[config.mk]
export PLATFORM = sky130hd
export DESIGN_NAME = mem_stage
export DESIGN_NICKNAME = d
export VERILOG_FILES = /design/src/rtl/mem_stage_pkg.sv /design/src/rtl/mem_stage_load_align.sv /design/src/rtl/mem_stage.sv
export SDC_FILE = /design/constraint.sdc
export NUM_CORES = 1
export LEC_CHECK = 0
export BUFFER_PORTS_ARGS = -buffer_cell sky130_fd_sc_hd__buf_2
export CAP_MARGIN = 40
export CORE_MARGIN = 10
export CORE_UTILIZATION = 49
export DETAILED_ROUTE_END_ITERATION = 8
export GPL_TIMING_DRIVEN = 0
export PLACE_DENSITY = 0.81
export SYNTH_ARGS = -nofsm -noshare
export SYNTH_HDL_FRONTEND = slang
export SYNTH_SLANG_ARGS = --single-unit
[constraint.sdc]
create_clock -name clk -period 19.1 [get_ports clk]
set_input_delay 0.955 -clock clk [delete_from_list [all_inputs] [get_ports clk]]
set_output_delay 0.955 -clock clk [all_outputs]
set_load 0.1 [all_outputs]
[src/rtl/mem_stage_pkg.sv]
// ============================================================================
// Module : mem_stage_pkg
// Brief  : Shared bus widths, load opcodes and load-type decode for mem_stage.
// Rev    : 1.0 - initial release
// ============================================================================
`default_nettype none

package mem_stage_pkg;

  localparam int EXE_MEM_BUS_W = 103;
  localparam int MEM_WB_BUS_W  = 70;
  localparam int MEM_WR_BUS_W  = 38;

  // Opcodes live in inst[31:22]
  localparam logic [9:0] OP_LD_B  = 10'b0010100000;
  localparam logic [9:0] OP_LD_H  = 10'b0010100001;
  localparam logic [9:0] OP_LD_W  = 10'b0010100010;
  localparam logic [9:0] OP_LD_BU = 10'b0010101000;
  localparam logic [9:0] OP_LD_HU = 10'b0010101001;

  typedef enum logic [2:0] {
    LD_W  = 3'd0,
    LD_B  = 3'd1,
    LD_H  = 3'd2,
    LD_BU = 3'd3,
    LD_HU = 3'd4
  } load_type_e;

  // Unrecognised opcodes fall back to a full-word pass-through
  function automatic load_type_e decode_load(input logic [9:0] op);
    case (op)
      OP_LD_B:  return LD_B;
      OP_LD_H:  return LD_H;
      OP_LD_BU: return LD_BU;
      OP_LD_HU: return LD_HU;
      default:  return LD_W;
    endcase
  endfunction

endpackage

`default_nettype wire

[src/rtl/mem_stage_load_align.sv]
// ============================================================================
// Module : load_align
// Brief  : Byte/halfword lane select with sign or zero extension.
// Rev    : 1.0 - initial release
// ============================================================================
`default_nettype none

module load_align
  import mem_stage_pkg::*;
(
  input  load_type_e  i_type,
  input  logic [1:0]  i_offset,
  input  logic [31:0] i_word,
  output logic [31:0] o_data
);

  logic [7:0]  w_byte;
  logic [15:0] w_half;

  always_comb begin
    case (i_offset)
      2'd0:    w_byte = i_word[7:0];
      2'd1:    w_byte = i_word[15:8];
      2'd2:    w_byte = i_word[23:16];
      default: w_byte = i_word[31:24];
    endcase
    // Misaligned halfwords are not trapped; only offset[1] picks the lane
    w_half = i_offset[1] ? i_word[31:16] : i_word[15:0];
  end

  always_comb begin
    case (i_type)
      LD_B:    o_data = {{24{w_byte[7]}}, w_byte};
      LD_BU:   o_data = {24'h0, w_byte};
      LD_H:    o_data = {{16{w_half[15]}}, w_half};
      LD_HU:   o_data = {16'h0, w_half};
      default: o_data = i_word;
    endcase
  end

endmodule

`default_nettype wire

[src/rtl/mem_stage.sv]
// ============================================================================
// Module : mem_stage
// Brief  : MEM pipeline stage: load data capture/hold, result mux, WB handoff.
//          Macro MEM_SUBWORD_LOAD_EN enables sub-word load extraction.
// Rev    : 1.0 - initial release
// ============================================================================
`default_nettype none

module mem_stage
  import mem_stage_pkg::*;
(
  input  logic                     clk,
  input  logic                     reset,
  input  logic                     exe_mem_valid,
  output logic                     mem_allowin,
  input  logic [EXE_MEM_BUS_W-1:0] exe_mem_bus,
  input  logic [31:0]              data_sram_rdata,
  output logic                     mem_wb_valid,
  input  logic                     wb_allowin,
  output logic [MEM_WB_BUS_W-1:0]  mem_wb_bus,
  output logic [MEM_WR_BUS_W-1:0]  mem_wr_bus
);

  logic                     r_valid;
  logic [EXE_MEM_BUS_W-1:0] r_bus;
  logic                     r_held;
  logic [31:0]              r_rdata_buf;

  logic        w_ready_go;
  logic        w_gr_we;
  logic        w_res_from_mem;
  logic [4:0]  w_dest;
  logic [31:0] w_pc;
  logic [31:0] w_inst;
  logic [31:0] w_result;
  logic [31:0] w_word;
  logic [31:0] w_load_data;
  logic [31:0] w_final;
  logic        w_leave;

  assign {w_gr_we, w_res_from_mem, w_dest, w_pc, w_inst, w_result} = r_bus;

  assign w_ready_go   = 1'b1;
  // Reset gating keeps the handshake quiet even before the first reset edge
  assign mem_wb_valid = r_valid & w_ready_go & ~reset;
  assign mem_allowin  = ~r_valid | (w_ready_go & wb_allowin) | reset;
  assign w_leave      = mem_wb_valid & wb_allowin;

  always_ff @(posedge clk) begin
    if (reset) begin
      r_valid <= 1'b0;
    end else if (mem_allowin) begin
      r_valid <= exe_mem_valid;
    end
  end

  // Bus register is deliberately left out of reset
  always_ff @(posedge clk) begin
    if (exe_mem_valid && mem_allowin && !reset) begin
      r_bus <= exe_mem_bus;
    end
  end

  // The SRAM only drives valid data for one cycle, so a stalled load keeps its own copy
  always_ff @(posedge clk) begin
    if (reset) begin
      r_held      <= 1'b0;
      r_rdata_buf <= 32'h0;
    end else if (w_leave) begin
      r_held      <= 1'b0;
    end else if (r_valid && !r_held) begin
      r_held      <= 1'b1;
      r_rdata_buf <= data_sram_rdata;
    end
  end

  assign w_word = r_held ? r_rdata_buf : data_sram_rdata;

`ifdef MEM_SUBWORD_LOAD_EN
  load_type_e w_load_type;
  logic       w_unused;

  assign w_load_type = decode_load(w_inst[31:22]);
  assign w_unused    = ^w_inst[21:0];

  load_align u_load_align (
    .i_type   (w_load_type),
    .i_offset (w_result[1:0]),
    .i_word   (w_word),
    .o_data   (w_load_data)
  );
`else
  logic w_unused;

  assign w_unused    = ^w_inst;
  assign w_load_data = w_word;
`endif

  assign w_final    = w_res_from_mem ? w_load_data : w_result;
  assign mem_wb_bus = {w_gr_we, w_dest, w_pc, w_final};
  assign mem_wr_bus = {mem_wb_valid & w_gr_we, w_dest, w_final};

endmodule

`default_nettype wire

==> qor.yml <==
synth:
  synth_cell_type_count: 18
  synth_nets: 543
  ys_seq_area_share_pct: 57.1
  syn_area_mm2: 0.00492
  syn_inst: 404
  ys_seq_elements: 105
  syn_avg_cell_area_um2: 12.2
  ys.warnings.count: 0
routing:
  vias_per_cell: 4.66
  top_layer: "met5"
  vias: 3614
  met3_length_um: 1720
  dr.pass1.iters: 4
  met2WireLength_um: 6900
  drcViolationCount: 0
  routedLengthMet1_um: 4810
  drt_iter0_drc: 125
  routed_wl_um: 13600
  post_drt_wl_per_cell_um: 17.5
  postRouteAntennaNets: 0
pwr:
  p_leak_nw: 2.78
  peakVddDrop_mv: 0.0557
  power_density_mw_per_mm2: 90.4
clock_tree:
  clkLatencyLatePin_ps: 360
  clock_path_buffers: 2
  cts_setup_buffers: 0
  cts_htree_levels: 3
  cts.sinks: 105
  hold_buffers: 0
  cts.clk_slew.worst_paths_ps: 100
  clock-root-buffer: "clkbuf_8"
  cts_tree: "done"
  cts_buffers: 9
  cts_resized: 0
grt:
  antenna_found_initial: 1
  gr-usage-all-layers_pct: 18.4
  grt_pass1_vias: 3958
  overflow: 0
  grt_pass1_wl_um: 20900
  grt_max_degree: 18
timing:
  setup_tns_ps: 0
  worst_clock_skew_ps: 7.81
  drv_slew: 0
  maxSlewHeadroom_pct: 43.0
  hold_ws_ps: 480
  worstMarginPinSlew_ps: 852
  fin_crit_ps: 3230
  rsz0062_at_grt: "false"
  setup_viol: 0
  hold_viol_final: 0
  fmax_mhz: 310
  layout_setup_ws_ps: 15870
  finalCritPeriodShare_pct: 16.9
worst_setup_path:
  required_ps: 18150
  cp_top_family: "buffers and inverters"
  cpMostUsedCell: "buf_2"
  setup.worst_path.start_class: "register"
  rrSetupSlack_ps: 16760
  critical-path-max-stage-delay_ps: 460
  worstPathCellList: "buf_2 > buf_1 > nor2_1 > a21oi_1 > buf_4 > buf_2"
  reg2reg_depth: 6
  crit_path_top_delay_cell: "buf_1"
  path_depth: 6
  arrival_ps: 2270
  rr_endpoint: "r_bus[83]"
  endpoint_kind: "output port"
  crit_fanout: 10
  crit_buf_inv: 4
  r2r_start: "r_valid"
  path_class: "reg -> out"
layout:
  drive_above_1_share_pct: 50.7
  area_growth_pct: 31.1
  n_fill_cell: 736
  fin_nets: 775
worst_hold_path:
  whs_path_depth: 2
  hp-class: "reg -> reg"
  holdPathEnd: "r_rdata_buf[15]"
  min_from: "r_rdata_buf[15]"
placement:
  dpl_worst_slack_ps: 15910
  dp_hpwl_um: 10900
  gp_congestion: 0.764
  io_buffers: 215
floorplan:
  dieArea_mm2: 0.0145
  ioPinCount: 249
  core-area_mm2: 0.00977
  rows: 36
  initial_utilization_pct: 50.4
  die_h_um: 120
  dieWidth_um: 120
outcome:
  status: "finished, final reports clean"
job:
  cap_violations: 0
==> kinds of logic (layout without fill, tap and decap cells) <==
family	Yosys count	after routing	share of synthesized area, %
flip-flops	105	105	57.1
AND/OR/NAND/NOR	103	103	11.6
other	0	1	0
buffers and inverters	98	335	14.8
AO/OA/AOI/OAI	34	34	3.46
multiplexers	64	64	13.0
==> synth_stat cells (all sizes together) <==
master	n	share of area [%]
a21oi	34	3.5
and2	1	0.13
buf	89	14
clkbuf	8	0.61
dfxtp	34	14
edfxtp	71	43
inv	1	0.076
mux2i	64	13
nand2b	66	8.4
nor2	32	2.4
nor2b	1	0.13
nor3b	2	0.41
or2	1	0.13
==> tightest hold or removal path, cell delays in order, from the launching register on <==
cell and delay, ps:
dfxtp_1 320, nand2b_1 60, mux2i_1 50
==> worst max-delay path by stage <==
stage                           to        from
floorplan                 r_bus[0]       reset
global placement         r_bus[94]  wb_allowin
detailed placement       r_bus[66]  wb_allowin
CTS                 mem_wr_bus[10]  r_bus[101]
global route        mem_wr_bus[24]  r_bus[101]
finish              mem_wr_bus[24]  r_bus[101]
==> power by group <==
group / internal (mW) / switching (mW)
combinational: 0.0400 / 0.133
sequential: 0.253 / 0.00341
clock: 0.0779 / 0.0764
total: 0.371 / 0.213
==> metrics by stage <==
stage               utilization [%]  instances  total power [mW]  instance area [um2]
global placement               63.1        752             0.433                 6160
floorplan                         -        404             0.402                 4920
detailed placement             63.7        758             0.436                 6220
finish                         66.0        775             0.584                 6450
global route                   66.0        774             0.605                 6450
CTS                            66.0        774             0.589                 6450
==> per-layer routing <==
metal | track usage, % | up-vias
met5 | 0 | -
met4 | 4.37 | 2
met3 | 11.0 | 12
met2 | 31.9 | 136
met1 | 18.5 | 1702
li1 | - | 1762
==> area by class of cell <==
cell class	count	area, um2	area share (%)
sequential	105	2810	43.6
antenna	1	2.50	0.0388
clock buffer	10	138	2.13
buffer	97	723	11.2
tap	133	166	2.58
timing repair buffer	221	1130	17.5
clock inverter	6	90.1	1.40
inverter	1	3.75	0.0582
multi-input combinational	201	1390	21.5
==> sequential cells by signal, summed over array words and instances, names as in the netlist <==
| name | cells |
|---|---|
| r_held | 1 |
| r_rdata_buf | 32 |
| r_bus | 71 |
| r_valid | 1 |
==> cell usage in the layout, fill, tap and decap left out <==
master,instances
buf_2,217
nand2b_1,66
buf_12,3
inv_6,1
clkbuf_8,10
bufinv_16,2
nor2b_1,1
or2_2,1
clkinv_2,1
inv_1,1
buf_6,4
nor2_1,32
buf_1,4
clkinv_4,1
nor3b_2,2
diode_2,1
edfxtp_1,71
clkbuf_1,8
buf_4,82
mux2i_1,64
a21oi_1,34
dfxtp_1,34
and2_1,1
clkinvlp_4,1
Power figures use the tool's default switching activity.
